**src/rtl/mxn_pkg.sv**
```systemverilog
// Shared constants and encodings for the mxn_rr channel multiplexer.
package mxn_pkg;

    localparam int unsigned DEF_WIDTH = 4;
    localparam int unsigned DEF_NCH   = 8;

    localparam logic MODE_FIXED = 1'b0;
    localparam logic MODE_RR    = 1'b1;

    typedef enum logic {
        EMPTY = 1'b0,
        FULL  = 1'b1
    } ostate_e;

endpackage

```
**src/rtl/mxn_rr_if.sv**
```systemverilog
// Channel-side and output-side handshake bundle of mxn_rr.
interface mxn_rr_if
    import mxn_pkg::*;
#(
    parameter int unsigned WIDTH = DEF_WIDTH,
    parameter int unsigned NCH   = DEF_NCH
);
    localparam int unsigned SW = $clog2(NCH);

    logic [NCH-1:0]       in_valid;
    logic [NCH*WIDTH-1:0] in_data;
    logic [NCH-1:0]       in_ready;
    logic                 out_valid;
    logic [WIDTH-1:0]     out_data;
    logic [SW-1:0]        out_ch;
    logic                 out_ready;

    modport master (
        output in_valid, in_data, out_ready,
        input  in_ready, out_valid, out_data, out_ch
    );

    modport slave (
        input  in_valid, in_data, out_ready,
        output in_ready, out_valid, out_data, out_ch
    );

endinterface

```
**src/rtl/mxn_rr_arb.sv**
```systemverilog
// rr_arb: fixed-select or wrap-around round-robin grant with the last-granted pointer.
module rr_arb
    import mxn_pkg::*;
#(
    parameter  int unsigned NCH = DEF_NCH,
    localparam int unsigned SW  = $clog2(NCH)
) (
    input  logic           clk,
    input  logic           reset_n,
    input  logic           mode,
    input  logic [SW-1:0]  sel,
    input  logic [NCH-1:0] req,
    input  logic           take_en,
    output logic [NCH-1:0] grant_c,
    output logic [SW-1:0]  grant_idx_c,
    output logic           grant_vld_c
);
    localparam int unsigned NPOW = 1 << SW;

    logic [SW-1:0]   ptr_q, ptr_d;
    logic [NPOW-1:0] req_pad;
    logic [SW-1:0]   cand;

    // Zero-padded request vector so indices >= NCH read as "not valid".
    always_comb req_pad = NPOW'(req);

    always_comb begin
        grant_vld_c = 1'b0;
        grant_idx_c = '0;
        cand        = ptr_q;
        if (mode == MODE_FIXED) begin
            grant_vld_c = req_pad[sel];
            grant_idx_c = sel;
        end else begin
            // Walk ptr+1 .. NCH-1, 0 .. ptr; first hit wins, ptr itself is last.
            for (int unsigned k = 0; k < NCH; k++) begin
                if (cand == SW'(NCH - 1)) cand = '0;
                else                      cand = cand + 1'b1;
                if (!grant_vld_c && req_pad[cand]) begin
                    grant_vld_c = 1'b1;
                    grant_idx_c = cand;
                end
            end
        end
        for (int unsigned i = 0; i < NCH; i++) begin
            grant_c[i] = grant_vld_c && (grant_idx_c == SW'(i));
        end
    end

    always_comb begin
        ptr_d = ptr_q;
        if (take_en && grant_vld_c) ptr_d = grant_idx_c;
    end

    always_ff @(posedge clk or negedge reset_n) begin
        if (!reset_n) ptr_q <= SW'(NCH - 1);
        else          ptr_q <= ptr_d;
    end

endmodule

```
**src/rtl/mxn_rr.sv**
```systemverilog
// mxn_rr: NCH-to-1 channel multiplexer with a one-word output register.
// Optional MXN_RR_STAT_EN adds grant_cnt, a count of completed output transfers.
module mxn_rr
    import mxn_pkg::*;
#(
    parameter  int unsigned WIDTH = DEF_WIDTH,
    parameter  int unsigned NCH   = DEF_NCH,
    localparam int unsigned SW    = $clog2(NCH)
) (
    input  logic          clk,
    input  logic          reset_n,
    input  logic          mode,
    input  logic [SW-1:0] sel,
    mxn_rr_if.slave       bus
`ifdef MXN_RR_STAT_EN
    ,
    output logic [15:0]   grant_cnt
`endif
);
    ostate_e          state_q, state_d;
    logic             out_valid_c;
    logic             load_en_c;
    logic             take_c;
    logic [NCH-1:0]   grant_c;
    logic [SW-1:0]    grant_idx_c;
    logic             grant_vld_c;
    logic [WIDTH-1:0] mux_data_c;
    logic [WIDTH-1:0] out_data_q, out_data_d;
    logic [SW-1:0]    out_ch_q, out_ch_d;

    rr_arb #(.NCH(NCH)) u_arb (
        .clk         (clk),
        .reset_n     (reset_n),
        .mode        (mode),
        .sel         (sel),
        .req         (bus.in_valid),
        .take_en     (load_en_c),
        .grant_c     (grant_c),
        .grant_idx_c (grant_idx_c),
        .grant_vld_c (grant_vld_c)
    );

    always_comb begin
        load_en_c = (state_q == EMPTY) || bus.out_ready;
        take_c    = load_en_c && grant_vld_c;
    end

    always_comb begin
        mux_data_c = '0;
        for (int unsigned i = 0; i < NCH; i++) begin
            if (grant_idx_c == SW'(i)) mux_data_c = bus.in_data[i*WIDTH +: WIDTH];
        end
    end

    // Output-stage FSM: register, next state, outputs.
    always_ff @(posedge clk or negedge reset_n) begin
        if (!reset_n) state_q <= EMPTY;
        else          state_q <= state_d;
    end

    always_comb begin
        state_d = state_q;
        if (load_en_c) state_d = take_c ? FULL : EMPTY;
    end

    always_comb begin
        out_valid_c = (state_q == FULL);
    end

    always_comb begin
        out_data_d = out_data_q;
        out_ch_d   = out_ch_q;
        if (take_c) begin
            out_data_d = mux_data_c;
            out_ch_d   = grant_idx_c;
        end
    end

    always_ff @(posedge clk or negedge reset_n) begin
        if (!reset_n) begin
            out_data_q <= '0;
            out_ch_q   <= '0;
        end else begin
            out_data_q <= out_data_d;
            out_ch_q   <= out_ch_d;
        end
    end

    // reset_n gates in_ready so it drops the moment reset asserts.
    assign bus.in_ready  = grant_c & {NCH{load_en_c & reset_n}};
    assign bus.out_valid = out_valid_c;
    assign bus.out_data  = out_data_q;
    assign bus.out_ch    = out_ch_q;

`ifdef MXN_RR_STAT_EN
    logic [15:0] grant_cnt_q, grant_cnt_d;

    always_comb grant_cnt_d = grant_cnt_q + 16'(out_valid_c && bus.out_ready);

    always_ff @(posedge clk or negedge reset_n) begin
        if (!reset_n) grant_cnt_q <= '0;
        else          grant_cnt_q <= grant_cnt_d;
    end

    assign grant_cnt = grant_cnt_q;
`endif

endmodule
```
**src/flat_wrapper.sv**
```systemverilog
// flat-port wrapper written by rule: the top's interface ports become plain ports
module mxn_rr_flat import mxn_pkg::*;
#(
    parameter  int unsigned WIDTH = DEF_WIDTH,
    parameter  int unsigned NCH   = DEF_NCH,
    localparam int unsigned SW    = $clog2(NCH)
)
  (clk, reset_n, mode, sel, bus_in_valid, bus_in_data, bus_out_ready, bus_in_ready, bus_out_valid, bus_out_data, bus_out_ch);
  mxn_rr_if #(.WIDTH(WIDTH), .NCH(NCH)) bus_i ();
  input  logic clk;
  input  logic reset_n;
  input  logic mode;
  input  logic [SW-1:0] sel;
  input wire logic [$bits(bus_i.in_valid)-1:0] bus_in_valid;
  input wire logic [$bits(bus_i.in_data)-1:0] bus_in_data;
  input wire logic [$bits(bus_i.out_ready)-1:0] bus_out_ready;
  output wire logic [$bits(bus_i.in_ready)-1:0] bus_in_ready;
  output wire logic [$bits(bus_i.out_valid)-1:0] bus_out_valid;
  output wire logic [$bits(bus_i.out_data)-1:0] bus_out_data;
  output wire logic [$bits(bus_i.out_ch)-1:0] bus_out_ch;
  assign bus_i.in_valid = bus_in_valid;
  assign bus_i.in_data = bus_in_data;
  assign bus_i.out_ready = bus_out_ready;
  assign bus_in_ready = bus_i.in_ready;
  assign bus_out_valid = bus_i.out_valid;
  assign bus_out_data = bus_i.out_data;
  assign bus_out_ch = bus_i.out_ch;
  mxn_rr #(.WIDTH(WIDTH), .NCH(NCH)) u_core (.clk(clk), .reset_n(reset_n), .mode(mode), .sel(sel), .bus(bus_i));
endmodule
```
**config.mk**
```make
export PLATFORM = sky130hd
export DESIGN_NAME = mxn_rr_flat
export DESIGN_NICKNAME = d
export VERILOG_FILES = /design/src/rtl/mxn_pkg.sv /design/src/rtl/mxn_rr_if.sv /design/src/rtl/mxn_rr_arb.sv /design/src/rtl/mxn_rr.sv /design/src/flat_wrapper.sv
export SDC_FILE = /design/constraint.sdc
export NUM_CORES = 1
export LEC_CHECK = 0
export CORE_ASPECT_RATIO = 0.5
export CORE_MARGIN = 3
export CORE_UTILIZATION = 35
export DETAILED_ROUTE_END_ITERATION = 7
export GPL_ROUTABILITY_DRIVEN = 1
export GPL_TIMING_DRIVEN = 0
export PLACE_DENSITY_LB_ADDON = 0.15
export SLEW_MARGIN = 40
export SYNTH_ARGS = -nofsm -noshare
export SYNTH_HDL_FRONTEND = slang
export SYNTH_SLANG_ARGS = --single-unit
```
**constraint.sdc**
```tcl
create_clock -name clk -period 3.9 [get_ports clk]
set_input_delay 0.39 -clock clk [delete_from_list [all_inputs] [get_ports clk]]
set_output_delay 0.39 -clock clk [all_outputs]
set_load 0.02 [all_outputs]
```
==> results.md <==
* Result of the run: complete, but fails checks
* Violated checks: negative setup slack
* Top cell types by occurrence after synthesis: 25 x sky130_fd_sc_hd__mux2i_1, 15 x sky130_fd_sc_hd__nor2_1, 14 x sky130_fd_sc_hd__nand2_1
* Vertical extent of the die at 56.9 µm
* Number of hold violations in the final report at 0
* Routed wire per std cell at 18.6 µm
* Via density at 5.86
* Horizontal die dimension at 108 µm
* Worst-case setup margin in the final layout at -0.210 ns
* FILL cells at 359
* Highest achievable clock rate at 243 MHz
* Largest net degree at the start of global routing at 14
* Synth Area per Inst at 8.96 µm²
* Post-route fraction of the period consumed by the critical path at 105%
* FFs w/ async S/R, synth at 100%
* I/O Buffers at 61
* Buffer levels on the longest clock path at 2
* Fin nets at 356
* Area post-placement at 0.00261 mm²
* Area growth, synth to finish at 81.8%
* Initial antenna violation count at 0
* Final setup violation count at 12
* Synth area leaders: sky130_fd_sc_hd__mux2i_1 14%, sky130_fd_sc_hd__dfrtp_1 11%, sky130_fd_sc_hd__mux4_2 8.7%
* Fraction of final layout cells sized beyond drive strength 1 at 42.2%
* Setup repair after global routing missed its margin: yes
* Die Outline Area at 0.00612 mm²
* Count of vias placed by the detailed router at 2164
* Number of library cell types mapped by synthesis at 54
* Detailed-route wire length at 6.85 mm
* H-tree depth at 1
* Ant diodes at 0
* Max_cap viols at 0
* Detail Route Antenna Nets at 0
* Leading cell type by number of instances after synthesis: sky130_fd_sc_hd__mux2i_1
* Count of standard-cell rows at 17
* Violation count after the first detailed-routing iteration at 98
* Clock edge transition at the registers on the reported setup and hold paths at 0.05 ns
* Sequential cell area at 279 µm²
* Final global-route overflow total at 0
* Area occupied by multi-input gates at 0.00176 mm²
* Syn Std Cell Area at 0.00181 mm²
* Worst hold-check slack at 0.486 ns
* Largest area contributor in the synthesized netlist: sky130_fd_sc_hd__mux2i_1
* Number of global-route vias before repair at 2174
* FF+latch count, synth at 11
* Number of synthesized flops with an enable pin at 0
* Number of placed I/O pins at 63
* Final critical delay including setup and external delays at 4.11 ns
* CP endpoint kind: output port
* Critical Path RT at 3.51 ns
* Synth Flop Type: sky130_fd_sc_hd__dfrtp_1
* Share of Yosys cell area claimed by the top area cell type at 13.8%
* Slew at the pin with the worst max-slew slack at 0.629 ns
* First-pass GRT wire length at 10.6 mm
* Post-route standard cell area excluding fillers at 0.00329 mm²
* CTS Sinks at 11
* Number of buffers created by CTS at 3
* Post-Route Setup TNS at -1.57 ns
* Synth Warn # at 0
* Total Routing Usage GR at 21.6%
* Gate Count Post-Synth at 202
* Final RePlAce weighted congestion at 0.885
* CTS Hold Bufs at 0
* Detailed Place HPWL at 4.41 mm
* Router iterations before antenna repair at 5
* Clock latency of the later-clocked register in the worst-skew pair at 0.24 ns
* Crit Path Class: flip-flop to output port
* Worst clock skew on the final layout at 0.00618 ns
* Syn nets at 254
* CP Data Arrival Time at 3.72 ns
* Worst Hold Class: flip-flop to flip-flop
* Share of the yosys chip area belonging to registers at 15.4%
* Slew Viols, Final at 0
* Buffer cell driving the clock tree root: sky130_fd_sc_hd__clkbuf_8
* Worst slew margin relative to its limit at 57.9%
* Worst slack after detailed placement at -0.920 ns
* Crit start category: flip-flop
* Critical-path maximum fanout at 6
* Starting Density at 38.7%
* Total core area at 0.00468 mm²
* CTS tree: done
* # DRC at 0
final cells by class:
cell class	count	area share, %
well taps	66	2.51
clock buffers	4	1.37
plain buffers	8	2.39
flip-flops and latches	11	8.48
multi-input cells	169	53.6
inverters	11	1.33
repair buffers	100	30.4
logic make-up (layout without fill, tap and decap cells):
family,Yosys count,in the layout,share of synthesized area (%)
flip-flops,11,11,15.4
AND/OR/NAND/NOR,62,62,18.9
AO/OA/AOI/OAI,52,52,20.5
adder cells (fa/ha/maj),5,5,3.46
buffers and inverters,22,123,6.43
multiplexers,44,44,31.0
XOR/XNOR,6,6,4.35
layer usage:
layer | global-route usage (%) | part of all wire (%) | vias up
met4 | 6.12 | 2.6 | 0
met2 | 37.3 | 48 | 117
met3 | 4.82 | 9.5 | 27
met5 | 0 | 0 | -
met1 | 27.2 | 40 | 1038
li1 | - | - | 982
cells in the final DEF, fill, tap and decap left out, types with 3 or more instances in the layout:
master                            Yosys  final
sky130_fd_sc_hd__mux2_4               1      4
sky130_fd_sc_hd__a21oi_2              0      3
sky130_fd_sc_hd__nor3_4               0      3
sky130_fd_sc_hd__a21oi_1              9      4
sky130_fd_sc_hd__o21ai_0              7      7
sky130_fd_sc_hd__nand2_4              0      3
sky130_fd_sc_hd__nand2b_1             4      3
sky130_fd_sc_hd__ha_4                 0      4
sky130_fd_sc_hd__nand2_1             14     12
sky130_fd_sc_hd__buf_8                0      4
sky130_fd_sc_hd__nand3_1              6      5
sky130_fd_sc_hd__dfrtp_1              8      8
sky130_fd_sc_hd__nor4_1               3      3
sky130_fd_sc_hd__mux2i_1             25     21
sky130_fd_sc_hd__o311ai_1             1      3
sky130_fd_sc_hd__mux2_2              10      7
sky130_fd_sc_hd__o211ai_1             7      7
sky130_fd_sc_hd__clkbuf_1             4      3
sky130_fd_sc_hd__clkdlybuf4s50_1      0     53
sky130_fd_sc_hd__mux2i_2              0      4
sky130_fd_sc_hd__a221o_1              3      3
sky130_fd_sc_hd__clkbuf_8             0      3
sky130_fd_sc_hd__mux4_2               7      8
sky130_fd_sc_hd__nor2_1              15      9
sky130_fd_sc_hd__nor2_4               0      5
sky130_fd_sc_hd__inv_1               11      8
sky130_fd_sc_hd__buf_6                1     18
sky130_fd_sc_hd__buf_12               1      4
sky130_fd_sc_hd__buf_4                2     25
sky130_fd_sc_hd__a211oi_1             4      4
sky130_fd_sc_hd__a21o_1               4      4
sky130_fd_sc_hd__dfstp_2              3      3
metrics by stage:
| step | std cells | utilization, % |
|---|---|---|
| after CTS | 369 | 68.3 |
| after global placement | 329 | 55.8 |
| after floorplan | 202 | - |
| final | 369 | 70.3 |
| after detailed placement | 329 | 55.8 |
| after global routing | 369 | 70.3 |
state kept, by name, indices dropped and copies added, names as in the netlist:
register,cells
u_core.bus.out_ch,3
u_core.bus.out_data,4
u_core.bus.out_valid,1
u_core.u_arb.ptr_q,3
worst max-delay path, stage by stage, from the launching register on:
cell and delay [ns]:
sky130_fd_sc_hd__dfstp_2 0.59, sky130_fd_sc_hd__ha_4 0.15, sky130_fd_sc_hd__ha_4 0.21, sky130_fd_sc_hd__xor2_4 0.16
sky130_fd_sc_hd__buf_12 0.14, sky130_fd_sc_hd__xnor2_4 0.19, sky130_fd_sc_hd__mux4_2 0.62, sky130_fd_sc_hd__buf_6 0.17
sky130_fd_sc_hd__nand4b_4 0.08, sky130_fd_sc_hd__buf_6 0.11, sky130_fd_sc_hd__o22ai_2 0.05, sky130_fd_sc_hd__mux2_4 0.30
sky130_fd_sc_hd__o21a_4 0.24, sky130_fd_sc_hd__buf_12 0.14, sky130_fd_sc_hd__nor3_4 0.18, sky130_fd_sc_hd__buf_6 0.14
final timing paths:
check / from / to / slack (ns) / depth (start not counted)
hold / removal: u_core.bus.out_ch[0] / u_core.bus.out_ch[0] / 0.49 / 1
hold reg to reg: u_core.bus.out_ch[0] / u_core.bus.out_ch[0] / 0.49 / 1
min in group asynchronous: reset_n / u_core.bus.out_data[1] / 0.55 / 1
setup reg to reg: u_core.u_arb.ptr_q[0] / u_core.bus.out_data[0] / -0.07 / 16
setup / recovery: u_core.u_arb.ptr_q[0] / bus_in_ready[0] / -0.21 / 15
max in group asynchronous: reset_n / u_core.bus.out_data[3] / 2.94 / 1
what timing repair did:
action,CTS,global route
pin swaps,27,14
setup endpoints to repair,14,12
hold endpoints to repair,0,0
gates resized for setup,97,27
buffers inserted,38,1
Power is not shown: default switching activity piles up to over one toggle a cycle in this logic, so the estimate is an artifact.
